File: src/rtl/dffe_pipe_pkg.sv
// rtl/dffe_pipe_pkg.sv - shared types and width helpers for the elastic pipeline register
//
// Purpose:
//   Holds the default data width, the stall-mode enumeration and the helper
//   that sizes the occupancy counter. Imported by the interface, the stage
//   register and the top.

package dffe_pipe_pkg;

  // Default width of one data stage when a user does not override it.
  localparam int data_width_default = 32;

  // How the stages react to a downstream stall.
  typedef enum logic {
    mode_lockstep = 1'b0,  // every stage freezes while held
    mode_collapse = 1'b1   // bubbles may be squeezed out while held
  } mode_e;

  // Width needed to count 0..n valid stages. Never narrower than one bit so
  // that a single-stage pipe still has a usable occupancy port.
  function automatic int occ_width(input int n);
    if (n < 1) return 1;
    return (($clog2(n + 1)) < 1) ? 1 : $clog2(n + 1);
  endfunction

endpackage

File: src/rtl/dffe_pipe_if.sv
// rtl/dffe_pipe_if.sv - handshake, stall, flush and status bundle for dffe_pipe
//
// Purpose:
//   Groups everything that crosses the pipeline boundary except clock and
//   reset. The producer/consumer side uses modport master, the pipeline uses
//   modport slave.
//
// Signals:
//   hold       downstream cannot accept the last stage this cycle
//   flush      per-stage squash of the value entering that stage
//   valid_in   data_in carries a valid item
//   data_in    input data
//   ready_in   input accepted on an edge where valid_in & ready_in
//   valid_out  valid bit of the last stage
//   data_out   data of the last stage (visible even when not valid)
//   occupancy  registered count of valid stages

interface dffe_pipe_if
  import dffe_pipe_pkg::*;
#(
  parameter int data_width = data_width_default,
  parameter int depth      = 1
);

  localparam int occ_w = occ_width(depth);

  logic                  hold;
  logic [depth-1:0]      flush;
  logic                  valid_in;
  logic [data_width-1:0] data_in;
  logic                  ready_in;
  logic                  valid_out;
  logic [data_width-1:0] data_out;
  logic [occ_w-1:0]      occupancy;

  modport master (
    output hold, flush, valid_in, data_in,
    input  ready_in, valid_out, data_out, occupancy
  );

  modport slave (
    input  hold, flush, valid_in, data_in,
    output ready_in, valid_out, data_out, occupancy
  );

endinterface

File: src/rtl/pipe_stage.sv
// rtl/pipe_stage.sv - one valid+data stage of the elastic pipeline
//
// Purpose:
//   A single pipeline slot. When load is high it takes the upstream valid bit
//   (squashed by flush) and, only if that upstream value is valid, the
//   upstream data. When load is low it keeps its contents, but flush can
//   still kill the valid bit.
//
// Ports:
//   clk, rst   rising-edge clock, asynchronous active-high reset
//   load       this stage advances at the coming edge
//   flush      invalidate whatever this stage holds after the coming edge
//   src_valid  valid bit of the upstream stage (or the pipe input)
//   src_data   data of the upstream stage (or the pipe input)
//   valid      registered valid bit
//   valid_nxt  valid bit this stage will hold after the coming edge
//   data       registered data

module pipe_stage
  import dffe_pipe_pkg::*;
#(
  parameter int                    data_width  = data_width_default,
  parameter logic [data_width-1:0] reset_value = '0
) (
  input  logic                  clk,
  input  logic                  rst,
  input  logic                  load,
  input  logic                  flush,
  input  logic                  src_valid,
  input  logic [data_width-1:0] src_data,
  output logic                  valid,
  output logic                  valid_nxt,
  output logic [data_width-1:0] data
);

  // Exposed so the top can count next-state valid bits for occupancy
  // without duplicating this decision.
  always_comb begin
    valid_nxt = valid;
    if (load) begin
      valid_nxt = src_valid & ~flush;
    end else if (flush) begin
      valid_nxt = 1'b0;
    end
  end

  always_ff @(posedge clk or posedge rst) begin
    if (rst) begin
      valid <= 1'b0;
      data  <= reset_value;
    end else begin
      valid <= valid_nxt;
      // Bubbles leave the data register untouched so it does not toggle.
      if (load && src_valid) begin
        data <= src_data;
      end
    end
  end

endmodule

File: src/rtl/dffe_pipe.sv
// rtl/dffe_pipe.sv - parametrised elastic pipeline register with stall, flush and bubble collapse
//
// Purpose:
//   depth stages of data_width-bit data, each with a valid bit. Stage 0 is
//   the input side, stage depth-1 drives the outputs. In lockstep mode every
//   stage freezes on hold; in collapse mode a stage may still advance while
//   held if some stage at or after it is empty.
//
// Parameters:
//   data_width   width of each data stage
//   depth        number of stages (>= 1)
//   collapse     0 = lockstep stall, 1 = squeeze bubbles while held
//   reset_value  value loaded into every data stage on reset
//
// Ports:
//   clk  rising-edge clock
//   rst  asynchronous active-high reset
//   bus  dffe_pipe_if.slave: hold, flush, valid_in, data_in in;
//        ready_in, valid_out, data_out, occupancy out

module dffe_pipe
  import dffe_pipe_pkg::*;
#(
  parameter int                    data_width  = data_width_default,
  parameter int                    depth       = 1,
  parameter int                    collapse    = 0,
  parameter logic [data_width-1:0] reset_value = '0
) (
  input logic         clk,
  input logic         rst,
  dffe_pipe_if.slave  bus
);

  localparam int    occ_w = occ_width(depth);
  localparam mode_e mode  = (collapse != 0) ? mode_collapse : mode_lockstep;

  logic [depth-1:0]      v;
  logic [depth-1:0]      v_nxt;
  logic [depth-1:0]      adv;
  logic [data_width-1:0] d [depth];
  logic [occ_w-1:0]      occ_q;
  logic [occ_w-1:0]      occ_nxt;

  // Advance chain. In collapse mode an empty stage can always take a new
  // value, and a full stage can move on only if its successor advances.
  generate
    if (mode == mode_collapse) begin : g_adv_collapse
      always_comb begin
        adv            = '0;
        adv[depth-1]   = ~bus.hold | ~v[depth-1];
        for (int i = depth - 2; i >= 0; i--) begin
          adv[i] = adv[i+1] | ~v[i];
        end
      end
    end else begin : g_adv_lockstep
      assign adv = {depth{~bus.hold}};
    end
  endgenerate

  generate
    for (genvar i = 0; i < depth; i++) begin : g_stage
      logic                  src_valid;
      logic [data_width-1:0] src_data;

      if (i == 0) begin : g_head
        assign src_valid = bus.valid_in;
        assign src_data  = bus.data_in;
      end else begin : g_body
        assign src_valid = v[i-1];
        assign src_data  = d[i-1];
      end

      pipe_stage #(
        .data_width  (data_width),
        .reset_value (reset_value)
      ) u_stage (
        .clk       (clk),
        .rst       (rst),
        .load      (adv[i]),
        .flush     (bus.flush[i]),
        .src_valid (src_valid),
        .src_data  (src_data),
        .valid     (v[i]),
        .valid_nxt (v_nxt[i]),
        .data      (d[i])
      );
    end
  endgenerate

  // Occupancy is registered from the next-state valid bits so it always
  // matches the popcount of the valid registers after every edge.
  always_comb begin
    occ_nxt = '0;
    for (int i = 0; i < depth; i++) begin
      occ_nxt = occ_nxt + occ_w'(v_nxt[i]);
    end
  end

  always_ff @(posedge clk or posedge rst) begin
    if (rst) begin
      occ_q <= '0;
    end else begin
      occ_q <= occ_nxt;
    end
  end

  // A flushed input is still reported as accepted; it is just dropped.
  assign bus.ready_in  = adv[0];
  assign bus.valid_out = v[depth-1];
  assign bus.data_out  = d[depth-1];
  assign bus.occupancy = occ_q;

endmodule

File: src/flat_wrapper.sv
// flat-port wrapper written by rule: the top's interface ports become plain ports
module dffe_pipe_flat import dffe_pipe_pkg::*;
#(
  parameter int                    data_width  = data_width_default,
  parameter int                    depth       = 1,
  parameter int                    collapse    = 0,
  parameter logic [data_width-1:0] reset_value = '0
)
  (clk, rst, bus_hold, bus_flush, bus_valid_in, bus_data_in, bus_ready_in, bus_valid_out, bus_data_out, bus_occupancy);
  dffe_pipe_if #(.data_width(data_width), .depth(depth)) bus_i ();
  input logic clk;
  input logic rst;
  input wire logic [$bits(bus_i.hold)-1:0] bus_hold;
  input wire logic [$bits(bus_i.flush)-1:0] bus_flush;
  input wire logic [$bits(bus_i.valid_in)-1:0] bus_valid_in;
  input wire logic [$bits(bus_i.data_in)-1:0] bus_data_in;
  output wire logic [$bits(bus_i.ready_in)-1:0] bus_ready_in;
  output wire logic [$bits(bus_i.valid_out)-1:0] bus_valid_out;
  output wire logic [$bits(bus_i.data_out)-1:0] bus_data_out;
  output wire logic [$bits(bus_i.occupancy)-1:0] bus_occupancy;
  assign bus_i.hold = bus_hold;
  assign bus_i.flush = bus_flush;
  assign bus_i.valid_in = bus_valid_in;
  assign bus_i.data_in = bus_data_in;
  assign bus_ready_in = bus_i.ready_in;
  assign bus_valid_out = bus_i.valid_out;
  assign bus_data_out = bus_i.data_out;
  assign bus_occupancy = bus_i.occupancy;
  dffe_pipe #(.data_width(data_width), .depth(depth), .collapse(collapse), .reset_value(reset_value)) u_core (.clk(clk), .rst(rst), .bus(bus_i));
endmodule
File: config.mk
export PLATFORM = sky130hd
export DESIGN_NAME = dffe_pipe_flat
export DESIGN_NICKNAME = d
export VERILOG_FILES = /design/src/rtl/dffe_pipe_pkg.sv /design/src/rtl/dffe_pipe_if.sv /design/src/rtl/pipe_stage.sv /design/src/rtl/dffe_pipe.sv /design/src/flat_wrapper.sv
export SDC_FILE = /design/constraint.sdc
export NUM_CORES = 1
export LEC_CHECK = 0
export ABC_CLOCK_PERIOD_IN_PS = 800
export CAP_MARGIN = 40
export CORE_ASPECT_RATIO = 2
export CORE_MARGIN = 2
export CORE_UTILIZATION = 35
export DETAILED_ROUTE_END_ITERATION = 10
export PLACE_DENSITY = 0.83
export SLEW_MARGIN = 20
export SYNTH_ARGS = -nofsm -noshare
export SYNTH_HDL_FRONTEND = slang
export SYNTH_SLANG_ARGS = --single-unit
File: constraint.sdc
create_clock -name clk -period 0.8 [get_ports clk]
set_input_delay 0.08 -clock clk [delete_from_list [all_inputs] [get_ports clk]]
set_output_delay 0.08 -clock clk [all_outputs]
set_load 0.05 [all_outputs]
==> flow_summary.json <==
{
  "outcome": "complete, but fails checks",
  "violations_in_the_final_reports": "setup timing",
  "clock_tree.root_cell": "clkbuf_8",
  "worstSetupPathType": "reg -> out",
  "post-route-cell-area_um2": 3362,
  "clock_skew_ns": 0,
  "setup_slack_ns": -0.2751,
  "grt_max_degree": 14,
  "holdPathEnd": "u_core.bus.occupancy",
  "part_of_the_total_power_dissipated_in_combinational_logic_pct": 51.8,
  "worst_r2r_path_depth": 2,
  "synth.cell_area_um2": 1405,
  "power_per_cell_area_nw_per_um2": 2155,
  "drtPass1Iterations": 2,
  "clock_tree.htree_level_count": 2,
  "critical_path_peak_fanout": 2,
  "cts.hold.buffers_added": 0,
  "synth_cell_type_count": 10,
  "fp.dieArea_um2": 4568,
  "clock.fmax_mhz": 930.1,
  "post_route_clock_period_utilization_pct": 134.4,
  "startpoint_type": "flip-flop",
  "critical_path.endpoint_type": "primary output",
  "overflow": 0,
  "path_cells": "buf_6 -> buf_12",
  "wl_per_cell_um": 21.56,
  "holdWs_ns": 0.1110,
  "placedCellCount": 230,
  "worst_hold_path.num_cells": 3,
  "setup_viol": 60,
  "total_power_mw": 7.245,
  "place.detailed.hpwl_mm": 3.153,
  "finalNetCount": 248,
  "r2r-end": "u_core.g_stage[0].u_stage.data[16]",
  "p_seq_share_pct": 30.4,
  "rows": 32,
  "synthSimpleGateAreaFrac_pct": 0.7124,
  "internal-power_mw": 4.766,
  "drive_gt1_share_pct": 82.55,
  "globalRouteTotalUtil_pct": 25.46,
  "place_congestion": 0.7338,
  "clock_power_share_pct": 17.8,
  "launch_point_of_the_worst_hold_path": "bus_valid_in",
  "area_added_between_synthesis_and_finish_pct": 139.3,
  "crit_required_ns": 0.72,
  "fp.coreArea_um2": 3844,
  "design.portCount": 72,
  "timing.final.max_slew_violations": 0,
  "clock_sinks": 33,
  "syn-num-nets": 112,
  "tritoncts": "done",
  "detail_route.vias_per_cell": 4.460,
  "grt_setup_unrepaired": "true",
  "r2r_setup_slack_ns": -0.15,
  "report.final.hold_viol_count": 0,
  "post-route-drc-count": 0,
  "placement.io_buffers": 71,
  "routed-via-count": 1173,
  "worst_ir_drop_vdd_uv": 1983,
  "p_sw_share_pct": 34.22,
  "antenna_cells": 0,
  "yosys_register_bits": 33,
  "post_synth_inst_count": 75,
  "fp.dieH_um": 93.61,
  "initial_antenna_violation_count": 0,
  "clock_insertion_delay_worst_skew_ns": 0.29,
  "final-instance-count-excl-fill": 263,
  "post_synth_xor_area_fraction_pct": 0,
  "holdCritPathClass": "in -> reg",
  "layout.core_utilization_pct": 87.47,
  "complex_gate_fraction_of_the_synthesized_area_pct": 0,
  "cp.arrival_ns": 1.00,
  "place_area_um2": 2798,
  "leakagePower_nw": 1.534,
  "grt_pass1_vias": 1477,
  "global_route_wire_length_before_repair_mm": 8.307,
  "worst_path_slowest_cell": "dfrtp_2",
  "synth-warning-count": 0,
  "yosysSeqAreaShare_pct": 58.77,
  "r2r-start": "u_core.g_stage[0].u_stage.data[16]",
  "drtAntennaViolNets": 0,
  "yosys-mux-area-fraction_pct": 34.37,
  "detail_route.iter0.violations": 11,
  "timing.final.crit_period_ns": 1.075,
  "cts_made_buffers": 5,
  "critical_path.startpoint": "u_core.g_stage[0].u_stage.data[16]",
  "floorplan.initialDensity_pct": 36.56,
  "max_stage_delay_ns": 0.44,
  "cts.path.max_buffers": 2,
  "die_w_um": 48.80,
  "setup_tns_ns": -10.76,
  "cts.reportedPaths.clkPinSlew_ns": 0.07,
  "max_slew.worst_pin.slew_ns": 0.1842,
  "synth_area_per_cell_um2": 18.73,
  "synthesized_area_fraction_occupied_by_adder_cells_pct": 0,
  "max-slew-margin-rel_pct": 87.48,
  "synth_top_family_by_area": "multiplexers",
  "max_cap_violations": 0,
  "postRouteWirelength_mm": 5.669,
  "pre_cts_slack_ns": -0.6567,
  "p_switching_mw": 2.479
}
[cells by family after synthesis]
group,after synthesis
DFF,33
buffers and inverters,7
muxes,33
and+or+nand+nor,2
[cell type report]
| cell class | count | area, um2 |
|---|---|---|
| Multi-Input combinational cell | 35 | 511.7 |
| Inverter | 2 | 7.507 |
| Tap cell | 51 | 63.81 |
| Fill cell | 162 | 481.7 |
| Clock buffer | 5 | 68.82 |
| Timing Repair Buffer | 134 | 1826 |
| Clock inverter | 3 | 17.52 |
| Sequential cell | 33 | 867.1 |
[flip-flops by register name, summed over array words and instances, names as in the netlist]
register / cells
u_core.bus.occupancy: 1
u_core.g_stage.u_stage.data: 32
[synthesized netlist by cell type]
| library cell | n | area, um2 |
|---|---|---|
| mux2i_1 | 1 | 10.01 |
| nor2b_1 | 1 | 6.260 |
| buf_4 | 1 | 7.510 |
| nor2_1 | 1 | 3.750 |
| inv_1 | 2 | 7.510 |
| dfrtp_1 | 33 | 825.8 |
| mux2_4 | 30 | 450.4 |
| mux2_2 | 2 | 22.52 |
| buf_6 | 1 | 11.26 |
| buf_12 | 3 | 60.06 |
[metal layers]
metal | share of wire, % | vias to the layer above | GRT usage (%) | wire (um)
met4 | 3.4 | 0 | 10.24 | 190
met1 | 32 | 593 | 26.44 | 1834
met5 | 0 | - | 0 | 0
met2 | 60 | 42 | 48.97 | 3429
li1 | - | 525 | - | -
met3 | 3.8 | 13 | 4.473 | 215
[power groups by stage]
stage	sequential [mW]	combinational, mW	clock (mW)
finish	2.20	3.75	1.29
global route	2.22	3.86	1.37
floorplan	2.99	0.494	0
global placement	2.12	3.12	0
detailed placement	2.15	3.18	0
CTS	2.17	3.63	1.23
[how the worst max path moves through the flow]
stage                                             end  slack (ns)  cells after the start
floorplan           u_core.g_stage[0].u_stage.data[0]       -0.11                      1
global placement    u_core.g_stage[0].u_stage.data[4]       -0.61                      4
detailed placement  u_core.g_stage[0].u_stage.data[5]       -0.66                      4
CTS                                   bus_data_out[7]       -0.26                      2
global route                         bus_data_out[17]       -0.30                      2
finish                               bus_data_out[16]       -0.28                      2
[critical path, delay by kind of cell, from the launching register on]
family,cells,cell delay [ns]
flip-flops,1,0.44
buffers and inverters,2,0.26
[cell usage in the layout (no fill, tap or decap)]
cell / instances
clkdlybuf4s50_1: 34
nor2_1: 1
clkinv_2: 2
buf_6: 53
buf_4: 6
dfrtp_2: 33
mux2_4: 32
mux2i_2: 1
clkinvlp_4: 1
nor2b_4: 1
buf_16: 3
buf_12: 38
clkbuf_8: 5
inv_1: 2
[what timing repair did]
item / CTS / global route
setup endpoints to repair: 68 / 66
pin swaps: 0 / 1
gates cloned: 4 / 0
setup buffers: 17 / 8
resized for setup: 62 / 12
Note: power is estimated with default switching activity, not from simulation.
